--- src/rtl/phys_reg_allocator_if.sv ---
// rtl/phys_reg_allocator_if.sv - rename/commit side signals of the physical register allocator
//
// Purpose: bundles the allocation handshake (rename side) and the release
// path (commit side) of the physical-register free list.
// Signals:
//   alloc_req[1:0]  rename slots needing a destination tag
//   alloc_gnt[1:0]  slots granted this cycle
//   alloc_tag0/1    granted tags (0 when the slot is not granted)
//   rename_stall    requests not satisfiable, rename holds both slots
//   free_vld[1:0]   commit returns free_tag0/free_tag1
//   free_tag0/1     released tags
//   free_count      entries currently in the free list
//   overflow_err    sticky: a free was dropped because the list was full
// Modports: slave = allocator, master = rename/commit driver.
interface phys_reg_allocator_if #(
  parameter int TAG_W = 6,
  parameter int CNT_W = 6
);
  logic [1:0]       alloc_req;
  logic [1:0]       alloc_gnt;
  logic [TAG_W-1:0] alloc_tag0;
  logic [TAG_W-1:0] alloc_tag1;
  logic             rename_stall;
  logic [1:0]       free_vld;
  logic [TAG_W-1:0] free_tag0;
  logic [TAG_W-1:0] free_tag1;
  logic [CNT_W-1:0] free_count;
  logic             overflow_err;

  modport slave (
    input  alloc_req, free_vld, free_tag0, free_tag1,
    output alloc_gnt, alloc_tag0, alloc_tag1, rename_stall, free_count, overflow_err
  );

  modport master (
    output alloc_req, free_vld, free_tag0, free_tag1,
    input  alloc_gnt, alloc_tag0, alloc_tag1, rename_stall, free_count, overflow_err
  );
endinterface

--- src/rtl/phys_reg_allocator.sv ---
// rtl/phys_reg_allocator.sv - dual-slot physical register free list for rename
//
// Purpose: circular free list of FL_DEPTH physical tags. Hands out up to two
// destination tags per cycle (all-or-nothing) and reclaims up to two released
// tags per cycle from commit.
// Ports:
//   clk   rising-edge clock
//   rst   synchronous active-high reset (refills list with NUM_AREGS..NUM_PREGS-1)
//   bus   phys_reg_allocator_if.slave: alloc_req/gnt/tag0/tag1/rename_stall,
//         free_vld/free_tag0/free_tag1, free_count, overflow_err
module phys_reg_allocator #(
  parameter int NUM_PREGS = 64,
  parameter int NUM_AREGS = 32,
  parameter int TAG_W     = 6,
  parameter int FL_DEPTH  = NUM_PREGS - NUM_AREGS
) (
  input logic clk,
  input logic rst,
  phys_reg_allocator_if.slave bus
);
  localparam int PTR_W = $clog2(FL_DEPTH);
  localparam int CNT_W = $clog2(FL_DEPTH + 1);
  localparam logic [CNT_W-1:0] FULL = CNT_W'(FL_DEPTH);

  logic [TAG_W-1:0] fl [FL_DEPTH];
  logic [PTR_W-1:0] head, tail;
  logic [CNT_W-1:0] count;
  logic             overflow_q;

  logic [PTR_W-1:0] head_p1, tail_p1;
  logic [1:0]       n_req, n_gnt, n_acc;
  logic             grant_ok;
  logic [1:0]       gnt;
  logic [TAG_W-1:0] tag0, tag1;
  logic             acc0, acc1, drop;

  assign head_p1 = head + PTR_W'(1);
  assign tail_p1 = tail + PTR_W'(1);

  always_comb begin
    n_req    = {1'b0, bus.alloc_req[0]} + {1'b0, bus.alloc_req[1]};
    // All-or-nothing keeps the two rename slots in program order.
    grant_ok = (count >= CNT_W'(n_req));
    gnt      = grant_ok ? bus.alloc_req : 2'b00;
    n_gnt    = grant_ok ? n_req : 2'd0;
    tag0     = '0;
    tag1     = '0;
    if (gnt[0]) tag0 = fl[head];
    // Slot 1 takes the next entry only when slot 0 consumed the head.
    if (gnt[1]) tag1 = gnt[0] ? fl[head_p1] : fl[head];

    // Fullness is judged on the pre-allocation count; port 1 also sees
    // the slot port 0 may have just filled.
    acc0  = bus.free_vld[0] && (count < FULL);
    acc1  = bus.free_vld[1] && ((count + CNT_W'(acc0)) < FULL);
    drop  = (bus.free_vld[0] && !acc0) || (bus.free_vld[1] && !acc1);
    n_acc = {1'b0, acc0} + {1'b0, acc1};
  end

  always_ff @(posedge clk) begin
    if (rst) begin
      for (int k = 0; k < FL_DEPTH; k++) begin
        fl[k] <= TAG_W'(NUM_AREGS + k);
      end
      head       <= '0;
      tail       <= '0;
      count      <= FULL;
      overflow_q <= 1'b0;
    end else begin
      if (acc0) fl[tail] <= bus.free_tag0;
      if (acc1) fl[acc0 ? tail_p1 : tail] <= bus.free_tag1;
      head  <= head + PTR_W'(n_gnt);
      tail  <= tail + PTR_W'(n_acc);
      count <= count - CNT_W'(n_gnt) + CNT_W'(n_acc);
      if (drop) overflow_q <= 1'b1;
    end
  end

  assign bus.alloc_gnt    = gnt;
  assign bus.alloc_tag0   = tag0;
  assign bus.alloc_tag1   = tag1;
  assign bus.rename_stall = !grant_ok;
  assign bus.free_count   = count;
  assign bus.overflow_err = overflow_q;
endmodule

--- src/flat_wrapper.sv ---
// flat-port wrapper written by rule: the top's interface ports become plain ports
module phys_reg_allocator_flat 
#(
  parameter int NUM_PREGS = 64,
  parameter int NUM_AREGS = 32,
  parameter int TAG_W     = 6,
  parameter int FL_DEPTH  = NUM_PREGS - NUM_AREGS
)
  (clk, rst, bus_alloc_req, bus_free_vld, bus_free_tag0, bus_free_tag1, bus_alloc_gnt, bus_alloc_tag0, bus_alloc_tag1, bus_rename_stall, bus_free_count, bus_overflow_err);
  phys_reg_allocator_if #(.TAG_W(TAG_W)) bus_i ();
  input logic clk;
  input logic rst;
  input wire logic [$bits(bus_i.alloc_req)-1:0] bus_alloc_req;
  input wire logic [$bits(bus_i.free_vld)-1:0] bus_free_vld;
  input wire logic [$bits(bus_i.free_tag0)-1:0] bus_free_tag0;
  input wire logic [$bits(bus_i.free_tag1)-1:0] bus_free_tag1;
  output wire logic [$bits(bus_i.alloc_gnt)-1:0] bus_alloc_gnt;
  output wire logic [$bits(bus_i.alloc_tag0)-1:0] bus_alloc_tag0;
  output wire logic [$bits(bus_i.alloc_tag1)-1:0] bus_alloc_tag1;
  output wire logic [$bits(bus_i.rename_stall)-1:0] bus_rename_stall;
  output wire logic [$bits(bus_i.free_count)-1:0] bus_free_count;
  output wire logic [$bits(bus_i.overflow_err)-1:0] bus_overflow_err;
  assign bus_i.alloc_req = bus_alloc_req;
  assign bus_i.free_vld = bus_free_vld;
  assign bus_i.free_tag0 = bus_free_tag0;
  assign bus_i.free_tag1 = bus_free_tag1;
  assign bus_alloc_gnt = bus_i.alloc_gnt;
  assign bus_alloc_tag0 = bus_i.alloc_tag0;
  assign bus_alloc_tag1 = bus_i.alloc_tag1;
  assign bus_rename_stall = bus_i.rename_stall;
  assign bus_free_count = bus_i.free_count;
  assign bus_overflow_err = bus_i.overflow_err;
  phys_reg_allocator #(.NUM_PREGS(NUM_PREGS), .NUM_AREGS(NUM_AREGS), .TAG_W(TAG_W), .FL_DEPTH(FL_DEPTH)) u_core (.clk(clk), .rst(rst), .bus(bus_i));
endmodule
--- config.mk ---
export PLATFORM = sky130hd
export DESIGN_NAME = phys_reg_allocator_flat
export DESIGN_NICKNAME = d
export VERILOG_FILES = /design/src/rtl/phys_reg_allocator_if.sv /design/src/rtl/phys_reg_allocator.sv /design/src/flat_wrapper.sv
export SDC_FILE = /design/constraint.sdc
export NUM_CORES = 1
export LEC_CHECK = 0
export BUFFER_PORTS_ARGS = -buffer_cell sky130_fd_sc_hd__buf_2
export CORE_MARGIN = 2
export CORE_UTILIZATION = 35
export DETAILED_ROUTE_END_ITERATION = 12
export GPL_ROUTABILITY_DRIVEN = 1
export PLACE_DENSITY = 0.5
export SLEW_MARGIN = 10
export SYNTH_ARGS = -nofsm -noshare
export SYNTH_HDL_FRONTEND = slang
export SYNTH_SLANG_ARGS = --single-unit
--- constraint.sdc ---
create_clock -name clk -period 4.15 [get_ports clk]
set_input_delay 0.415 -clock clk [delete_from_list [all_inputs] [get_ports clk]]
set_output_delay 0.415 -clock clk [all_outputs]
set_load 0.02 [all_outputs]
* Yosys cells after proc, flatten, opt, wreduce, memory -nomap -nowiden
Memories as Yosys holds them, arrays and structs flattened. A register that Yosys moved wholly into a read port is not among the register bits.
Cells that the tools add are included.
W data, S select, Z words.
** Word-level totals
- Memories :: 1
- Logic and storage cells :: 48
- Bits in latches :: 0
- Input port bits :: 18
- Flip-flop bits (word level) :: 17
- ROM bits :: 0
- Memory bits (writable) :: 192
** Memories
- u_core.fl :: depth 32, bits a word 6, rd ports 2, clocked after memory_dff 1, wr ports 32, line phys_reg_allocator.sv:25 : logic [TAG_W-1:0] fl [FL_DEPTH];
** Operators by class
- $mul :: 0
- Shifts and indexed selects :: 0
- Bitwise operators :: 0
- Equality and inequality tests :: 0
- Magnitude comparators :: 3
- $add $sub $neg :: 9
- Div/mod/pow operators :: 0
- Muxes and demuxes :: 21
- Reductions and logical operators :: 10
** Operator list (count)
- $mux W6 :: 5
- $mux W5 :: 4
- $lt A6 B6 Y1 const B :: 2
- $reduce_or A6 Y1 :: 2
- $add A5 B1 Y5 const B :: 2
- $add A5 B2 Y5 :: 2
- $mux W1 :: 10
- $add A6 B1 Y6 :: 1
- $add A6 B2 Y6 :: 1
- $ge A6 B2 Y1 :: 1
- $sub A6 B2 Y6 :: 1
- $add A1 B1 Y2 :: 2
- $logic_and A1 B1 Y1 :: 4
- $mux W2 :: 2
- $logic_not A1 Y1 :: 3
- $logic_or A1 B1 Y1 :: 1

* Logic depth before layout (Yosys ltp)
Gate-level depths: netlist of run 1.
- Depth in word-level cells :: 10
- Gate-level depth with buffers :: 17

* Worst setup path after synthesis of run 1
No wires, ideal clock.
- Path type :: input to register
- From :: input bus_alloc_req[0]
- To :: register u_core.count[5] (netlist: u_core.bus.free_count[5])
- Stages on the path :: 17
- Required time :: 4.033 ns
- Library setup time :: 0.117 ns
- Arrival :: 3.883 ns
- Setup slack :: 0.150 ns
- Path through :: ha_1 -> ha_1 -> nand2b_1 -> a21oi_1 -> o21ai_0 -> a21boi_0 -> nand2b_1 -> inv_1 -> fa_1 -> inv_1 -> ha_1 -> a21o_1 -> a21oi_1 -> o21bai_1 -> a21oi_1 -> xnor2_1 -> nand2b_1
** On the way
- Longest elaborated chain between the ends :: 5
** Ends and longest elaborated chain
- from (decl) :: line flat_wrapper.sv:13 : input wire logic [$bits(bus_i.alloc_req)-1:0] bus_alloc_req;
- $add A1 B1 Y2 (*) :: line phys_reg_allocator.sv:41 : n_req = {1'b0, bus.alloc_req[0]} + {1'b0, bus.alloc_req[1]};
- $ge A6 B2 Y1 :: line phys_reg_allocator.sv:43 : grant_ok = (count >= CNT_W'(n_req));
- $mux W2 (*) :: line phys_reg_allocator.sv:45 : n_gnt = grant_ok ? n_req : 2'd0;
- $sub A6 B2 Y6 (*) :: line phys_reg_allocator.sv:74 : count <= count - CNT_W'(n_gnt) + CNT_W'(n_acc);
- $add A6 B2 Y6 (*) :: line phys_reg_allocator.sv:74
- to (signal assigned) :: line phys_reg_allocator.sv:74
- to (decl) :: line phys_reg_allocator.sv:27 : logic [CNT_W-1:0] count;
Every way passes the cells marked *; elsewhere a longest branch is shown, timed or not.
A chain may end at the register's enable or synchronous reset.

* Worst setup path in the final report of run 1
- From :: register u_core.head[1]
- To :: output bus_alloc_tag1[2]
** On the way
- Longest elaborated chain between the ends :: 4
** Ends and longest elaborated chain
- from (decl) :: line phys_reg_allocator.sv:26 : logic [PTR_W-1:0] head, tail;
- from (signal assigned) :: line phys_reg_allocator.sv:72 : head <= head + PTR_W'(n_gnt);
- $add A5 B1 Y5 :: line phys_reg_allocator.sv:37 : assign head_p1 = head + PTR_W'(1);
- $mem_v2 Z32 W6
- $mux W6 (2 in series) :: line phys_reg_allocator.sv:50 : if (gnt[1]) tag1 = gnt[0] ? fl[head_p1] : fl[head];
- to (decl) :: line flat_wrapper.sv:19 : output wire logic [$bits(bus_i.alloc_tag1)-1:0] bus_alloc_tag1;
Every way passes these cells.

==> flow_metrics.env, run 1 <==
export IMPL_status="completed"
export IMPL_yosysSeqAreaShare_pct=45.19
export IMPL_dp_hpwl_um=35520
export IMPL_muxShareOfSynthArea_pct=18.57
export IMPL_netlist_area_mm2=0.01351
export IMPL_synth_nets=1289
export IMPL_synth_area_per_cell_um2=10.87
export IMPL_pin_count=40
export IMPL_dieArea_mm2=0.04019
export IMPL_grt_pass1_wl_um=73790
export IMPL_final_period_utilization_pct=93.54
export IMPL_ys_seq_elements=209
export IMPL_grt_use_total_pct=25.10
export IMPL_crit_type="flop to output pin"
export IMPL_endpoint_kind="output pin"
export IMPL_fin_tns_setup_ps=0
export IMPL_grt_use_met2_pct=39.03
export IMPL_vias_per_cell=6.138
export IMPL_cts_hold_buffers=0
export IMPL_synth_cell_types=59
export IMPL_gp_congestion=0.9415
export IMPL_fillerInstances=3664
export IMPL_cts_buffers=25
export IMPL_yosysTopAreaCell="edfxtp_1"
export IMPL_port_buffers=39
export IMPL_wirelength_um=50910
export IMPL_synth_compound_area_share_pct=11.64
export IMPL_drcViolationCount=0
export IMPL_dr_pass1_iters=5
export IMPL_path_clk_slew_ps=60
export IMPL_rsz0062_at_grt="false"
export IMPL_synth_top_family_by_area="multiplexers"
export IMPL_critPathLaunchType="flop"
export IMPL_ant_nets=0
export IMPL_post_cts_buffers=0
export IMPL_leakagePower_nw=4.794
export IMPL_final_hold_violation_count=0
export IMPL_cp_max_fo=25
export IMPL_antenna_found_initial=1
export IMPL_slew_viol_final=0
export IMPL_num_vias=10840
export IMPL_tightest_slew_ps=1226
export IMPL_synth_edf_count=192
export IMPL_min_period_ps=3882
export IMPL_slew_headroom_pct=18.20
export IMPL_drt_initial_drc_count=1453
export IMPL_synth_ff_type="edfxtp_1"
export IMPL_multi_input_area_mm2=0.006804
export IMPL_setup_viol=0
export IMPL_max_freq_mhz=257.6
export IMPL_yosysWarnings=0
export IMPL_synth_adder_area_share_pct=2.815
export IMPL_placed_cell_area_mm2=0.01418
export IMPL_clock_skew_ps=28.21
export IMPL_synth_xor_area_share_pct=1.278
export IMPL_async_flop_share_pct=0
export IMPL_required_ps=3730
export IMPL_fin_area_mm2=0.01501
export IMPL_die_y_um=200.5
export IMPL_yosys_area_share_simple_pct=15.98
export IMPL_postSynthCellCount=1243
export IMPL_hp_class="input port to flop"
export IMPL_clock_latency_ps=550
export IMPL_grt_util_met1_pct=35.43
export IMPL_cts_root_buf="clkbuf_16"
export IMPL_r2r_slack_ps=720
export IMPL_area_delta_synth_final_pct=11.09
export IMPL_grt_util_met3_pct=4.805
export IMPL_die_w_um=200.5
export IMPL_gr_total_overflow=0
export IMPL_cts_sinks=209
export IMPL_cts_tree="yes"
export IMPL_synth_top_area_share_pct=42.67
export IMPL_routedWlPerCell_um=28.83
export IMPL_arrival_ps=3470
export IMPL_ir_worst_vdd_mv=0.2714
export IMPL_drive_gt1_share_pct=17.13
export IMPL_num_rows=71
export IMPL_start_util_pct=35.70
export IMPL_ctsResizeCount=0
export IMPL_synthTopCellsByArea="edfxtp_1, mux4_2, mux2i_1, nor2_1, nand2_1"
export IMPL_htreeDepth=1
export IMPL_num_nets_final=1282
export IMPL_antennaDiodeCount=0
export IMPL_regArea_mm2=0.006111
export IMPL_busiest_layer="met2"
export IMPL_grt_max_degree=76
export IMPL_core_area_mm2=0.03784
export IMPL_maxCapViolCount=0
export IMPL_p_per_area_mw_per_mm2=491.9
export IMPL_grt_pass1_vias=10266
export IMPL_clockBufferDepth=3
## state kept, by name, indices dropped and copies added, names as in the netlist
name / count
u_core.head: 5
u_core.tail: 5
u_core.bus.overflow_err: 1
u_core.bus.free_count: 6
u_core.fl: 192
## cell usage in the layout, fill, tap and decap left out, drive strengths merged, types with 24 or more instances in the layout
cell	n
mux4	73
edfxtp	192
o21ai	54
a31oi	31
nand2	99
inv	36
nand3	68
nor2	117
a22oi	39
a21oi	63
or3	27
clkbuf	31
mux2i	84
buf	75
nor3	48
ha	24
## final cells by class
cell class / instances / area share, %
timing repair buffer: 75 / 3.268
sequential: 209 / 40.72
tap: 511 / 4.260
inverter: 36 / 0.9004
multi-input combinational: 889 / 45.34
clock inverter: 15 / 1.201
clock buffer: 31 / 4.318
## metal layers
metal  vias up  wire length, µm
met3       104             5040
met2       638            22570
met5         -               18
met1      5373            21610
met4         2             1673
li1       4723                -
## critical path: stages, from the launching register on
cell and delay (ps):
dfxtp_2 450, buf_4 520, nand3_1 210, xor2_2 160, buf_4 360, mux2i_1 260
a221oi_1 530, a32o_1 250, buf_2 160
## cells by family (layout without fill, tap and decap cells)
group / count (synthesis) / count (layout)
and+or+nand+nor: 439 / 439
AOI/OAI and AO/OA: 246 / 246
DFF: 209 / 209
muxes: 158 / 158
buffers and inverters: 145 / 157
adders and majority gates: 28 / 28
xor gates and xnor gates: 18 / 18
## power breakdown
group	total, mW	switching (mW)	leakage [nW]	internal, mW
logic	2.60	1.57	2.66	1.03
clock network	2.28	0.926	0.403	1.36
registers	2.50	0.113	1.73	2.39
total	7.38	2.61	4.79	4.78
## path summary, 6_finish.rpt
check / from / endpoint / cells after the start
min reg2reg: u_core.bus.overflow_err / u_core.bus.overflow_err / 3
max: u_core.head[1] / bus_alloc_tag1[2] / 8
max reg2reg: u_core.bus.free_count[0] / u_core.bus.free_count[5] / 17
min: bus_free_vld[0] / u_core.bus.overflow_err / 4
## through the flow
| stage | hold slack, ps | worst slack, ps | std cells | power [mW] | util (%) |
|---|---|---|---|---|---|
| 2_1_floorplan | 582.8 | 149.7 | 1243 | 4.283 | - |
| 3_3_place_gp | 552.9 | 313.7 | 1720 | 5.103 | 37.47 |
| 3_5_place_dp | 560.4 | 235.1 | 1720 | 5.119 | 37.47 |
| 4_1_cts | 259.5 | 301.1 | 1766 | 7.383 | 39.66 |
| 5_1_grt | 290.4 | 139.3 | 1766 | 7.648 | 39.66 |
| 6_report | 261.1 | 268.2 | 1766 | 7.383 | 39.66 |
## cells in the mapped netlist, types with 11 or more instances
| master | number |
|---|---|
| a21oi_1 | 63 |
| a22oi_1 | 39 |
| a31oi_1 | 31 |
| buf_1 | 11 |
| buf_2 | 35 |
| clkbuf_1 | 57 |
| dfxtp_1 | 17 |
| edfxtp_1 | 192 |
| ha_1 | 24 |
| inv_1 | 33 |
| mux2i_1 | 83 |
| mux4_2 | 73 |
| nand2_1 | 98 |
| nand3_1 | 66 |
| nor2_1 | 117 |
| nor2b_1 | 20 |
| nor3_1 | 42 |
| o21ai_0 | 43 |
| o21ai_1 | 11 |
| o22a_1 | 17 |
| o31ai_1 | 14 |
| or3_1 | 25 |
Note: power is estimated with default switching activity, not from simulation.
==> run 2, diff against run 1 <==
Settings changed: CORE_UTILIZATION 35 to 45, PLACE_DENSITY 0.5 to 0.61.
==> run 2 against run 1 <==
Compared with the run above: worst setup slack worse by 3.3 ps; design area is 1.7% lower; core utilization is 10 points higher; via count is 0.57% higher; worst hold slack better by 19 ps; highest routed layer unchanged; final cell count is 7.2% lower; power is 3.5% lower; critical path depth stayed put; global-route usage is 5.4 points higher; fmax hardly changed; sequential power hardly changed.
==> flow_metrics.env, run 2 (synthesis gave the netlist of run 1 again) <==
export IMPL_cts_tree="yes"
export IMPL_core_area_mm2=0.02964
export IMPL_wirelength_um=47790
export IMPL_ant_nets=0
export IMPL_slew_viol_final=0
export IMPL_clock_latency_ps=530
export IMPL_start_util_pct=45.58
export IMPL_vias_per_cell=6.656
export IMPL_final_period_utilization_pct=93.62
export IMPL_setup_viol=0
export IMPL_cts_buffers=24
export IMPL_required_ps=3730
export IMPL_htreeDepth=1
export IMPL_grt_max_degree=51
export IMPL_cts_hold_buffers=0
export IMPL_die_w_um=177.3
export IMPL_port_buffers=39
export IMPL_cts_sinks=209
export IMPL_largest_reg_flops=192
export IMPL_gp_congestion=0.9647
export IMPL_p_clk_share_pct=29.4
export IMPL_p_int_mw=4.640
export IMPL_grt_util_met3_pct=6.186
export IMPL_slew_headroom_pct=20.37
export IMPL_leakagePower_nw=4.745
export IMPL_grt_util_met1_pct=41.40
export IMPL_ctsResizeCount=0
export IMPL_grt_pass1_wl_um=69160
export IMPL_dieArea_mm2=0.03142
export IMPL_reg2regPathDepth=17
export IMPL_final_common_cell="edfxtp_1"
export IMPL_switching_share_pct=34.84
export IMPL_ir_worst_vdd_mv=0.2822
export IMPL_final_hold_violation_count=0
export IMPL_drt_initial_drc_count=1362
export IMPL_clockBufferDepth=3
export IMPL_fillerInstances=2731
export IMPL_max_freq_mhz=257.4
export IMPL_dp_cells=1595
export IMPL_clock_skew_ps=12.05
export IMPL_dr_pass1_iters=6
export IMPL_min_period_ps=3885
export IMPL_num_vias=10902
export IMPL_die_y_um=177.3
export IMPL_gr_total_overflow=0
export IMPL_busiest_layer="met2"
export IMPL_num_rows=63
export IMPL_status="completed"
export IMPL_rsz0062_at_grt="false"
export IMPL_path_clk_slew_ps=60
export IMPL_area_delta_synth_final_pct=9.196
export IMPL_drive_gt1_share_pct=16.60
export IMPL_regMostFlops="u_core.fl"
export IMPL_cts_root_buf="clkbuf_16"
export IMPL_p_per_area_mw_per_mm2=482.7
export IMPL_hp_class="input port to flop"
export IMPL_power_frac_seq_pct=35.6
export IMPL_grt_pass1_vias=10279
export IMPL_crit_type="flop to output pin"
export IMPL_antenna_found_initial=0
export IMPL_combPwrFrac_pct=35.0
export IMPL_post_cts_buffers=0
export IMPL_instances_no_fill=1638
export IMPL_endpoint_kind="output pin"
export IMPL_grt_use_total_pct=30.55
export IMPL_pin_count=40
export IMPL_reg2reg_from="u_core.bus.free_count[0]"
export IMPL_grt_use_met2_pct=48.27
export IMPL_arrival_ps=3470
export IMPL_startpoint="u_core.head[0]"
export IMPL_cp_max_fo=24
export IMPL_r2r_end="u_core.bus.free_count[5]"
export IMPL_fin_tns_setup_ps=0
export IMPL_routedWlPerCell_um=29.17
export IMPL_endpoint="bus_alloc_tag1[5]"
export IMPL_drcViolationCount=0
export IMPL_final_cell_mix="edfxtp_1, nor2_1, nand2_1"
export IMPL_critPathLaunchType="flop"
export IMPL_tightest_slew_ps=1193
export IMPL_r2r_slack_ps=690
export IMPL_dp_hpwl_um=32980
export IMPL_num_nets_final=1277
export IMPL_net_switching_power_mw=2.481
export IMPL_maxCapViolCount=0
run 2: cell count changes in the layout (fill, tap and decap cells not counted), sizes merged:
| cell | change |
|---|---|
| clkbuf | -3 |
| inv | -2 |
| bufinv | -2 |
| buf | -4 |
| clkinv | +4 |
| clkinvlp | -1 |
| diode | +1 |
run 2: stage by stage:
step	hold slack [ps]	total power [mW]	cell area, µm²	util (%)	worst slack [ps]
6_report	279.8	7.121	14750	49.78	264.9
5_1_grt	337.3	7.373	14750	49.77	197.3
4_1_cts	277.7	7.103	14750	49.77	314.6
3_5_place_dp	546.6	5.047	14000	47.23	342.7
3_3_place_gp	545.0	5.026	14000	47.23	434.1
2_1_floorplan	582.8	4.283	13510	-	149.7
run 2: final cells by class:
type / instances / area [µm²] / area share [%]
antenna: 1 / 2.502 / 0.01696
timing repair buffer: 71 / 460.4 / 3.121
inverter: 36 / 135.1 / 0.9160
clock inverter: 14 / 115.1 / 0.7803
multi-input combinational: 889 / 6804 / 46.12
sequential: 209 / 6111 / 41.42
clock buffer: 28 / 636.9 / 4.317
tap: 390 / 488.0 / 3.308
run 2: worst min-delay path by stage:
stage                                       start                      end  cells after the start
after floorplan                    u_core.head[0]           u_core.head[0]                      2
after global placement    u_core.bus.overflow_err  u_core.bus.overflow_err                      3
after detailed placement  u_core.bus.overflow_err  u_core.bus.overflow_err                      3
after CTS                         bus_free_vld[0]  u_core.bus.overflow_err                      4
after global routing              bus_free_vld[0]  u_core.bus.overflow_err                      4
final                             bus_free_vld[0]  u_core.bus.overflow_err                      4
run 2: critical path, stage by stage, from the launching register on:
cell	delay (ps)
dfxtp_4	610
ha_2	590
buf_4	290
mux4_2	510
mux2i_1	360
nand2_1	100
a21oi_1	190
nor4b_1	110
buf_2	170
run 2: power by group through the flow:
stage | registers [mW] | clock network [mW] | logic (mW)
3_3_place_gp | 2.57 | 0 | 2.46
6_report | 2.53 | 2.09 | 2.50
5_1_grt | 2.55 | 2.17 | 2.66
4_1_cts | 2.53 | 2.09 | 2.48
2_1_floorplan | 2.51 | 0 | 1.77
3_5_place_dp | 2.58 | 0 | 2.47
run 2: routing by layer:
metal  routed length (µm)  part of all wire (%)
met1                18480                    39
met2                21850                    46
met3                 5446                    11
met4                 1940                   4.1
met5                   62                  0.13
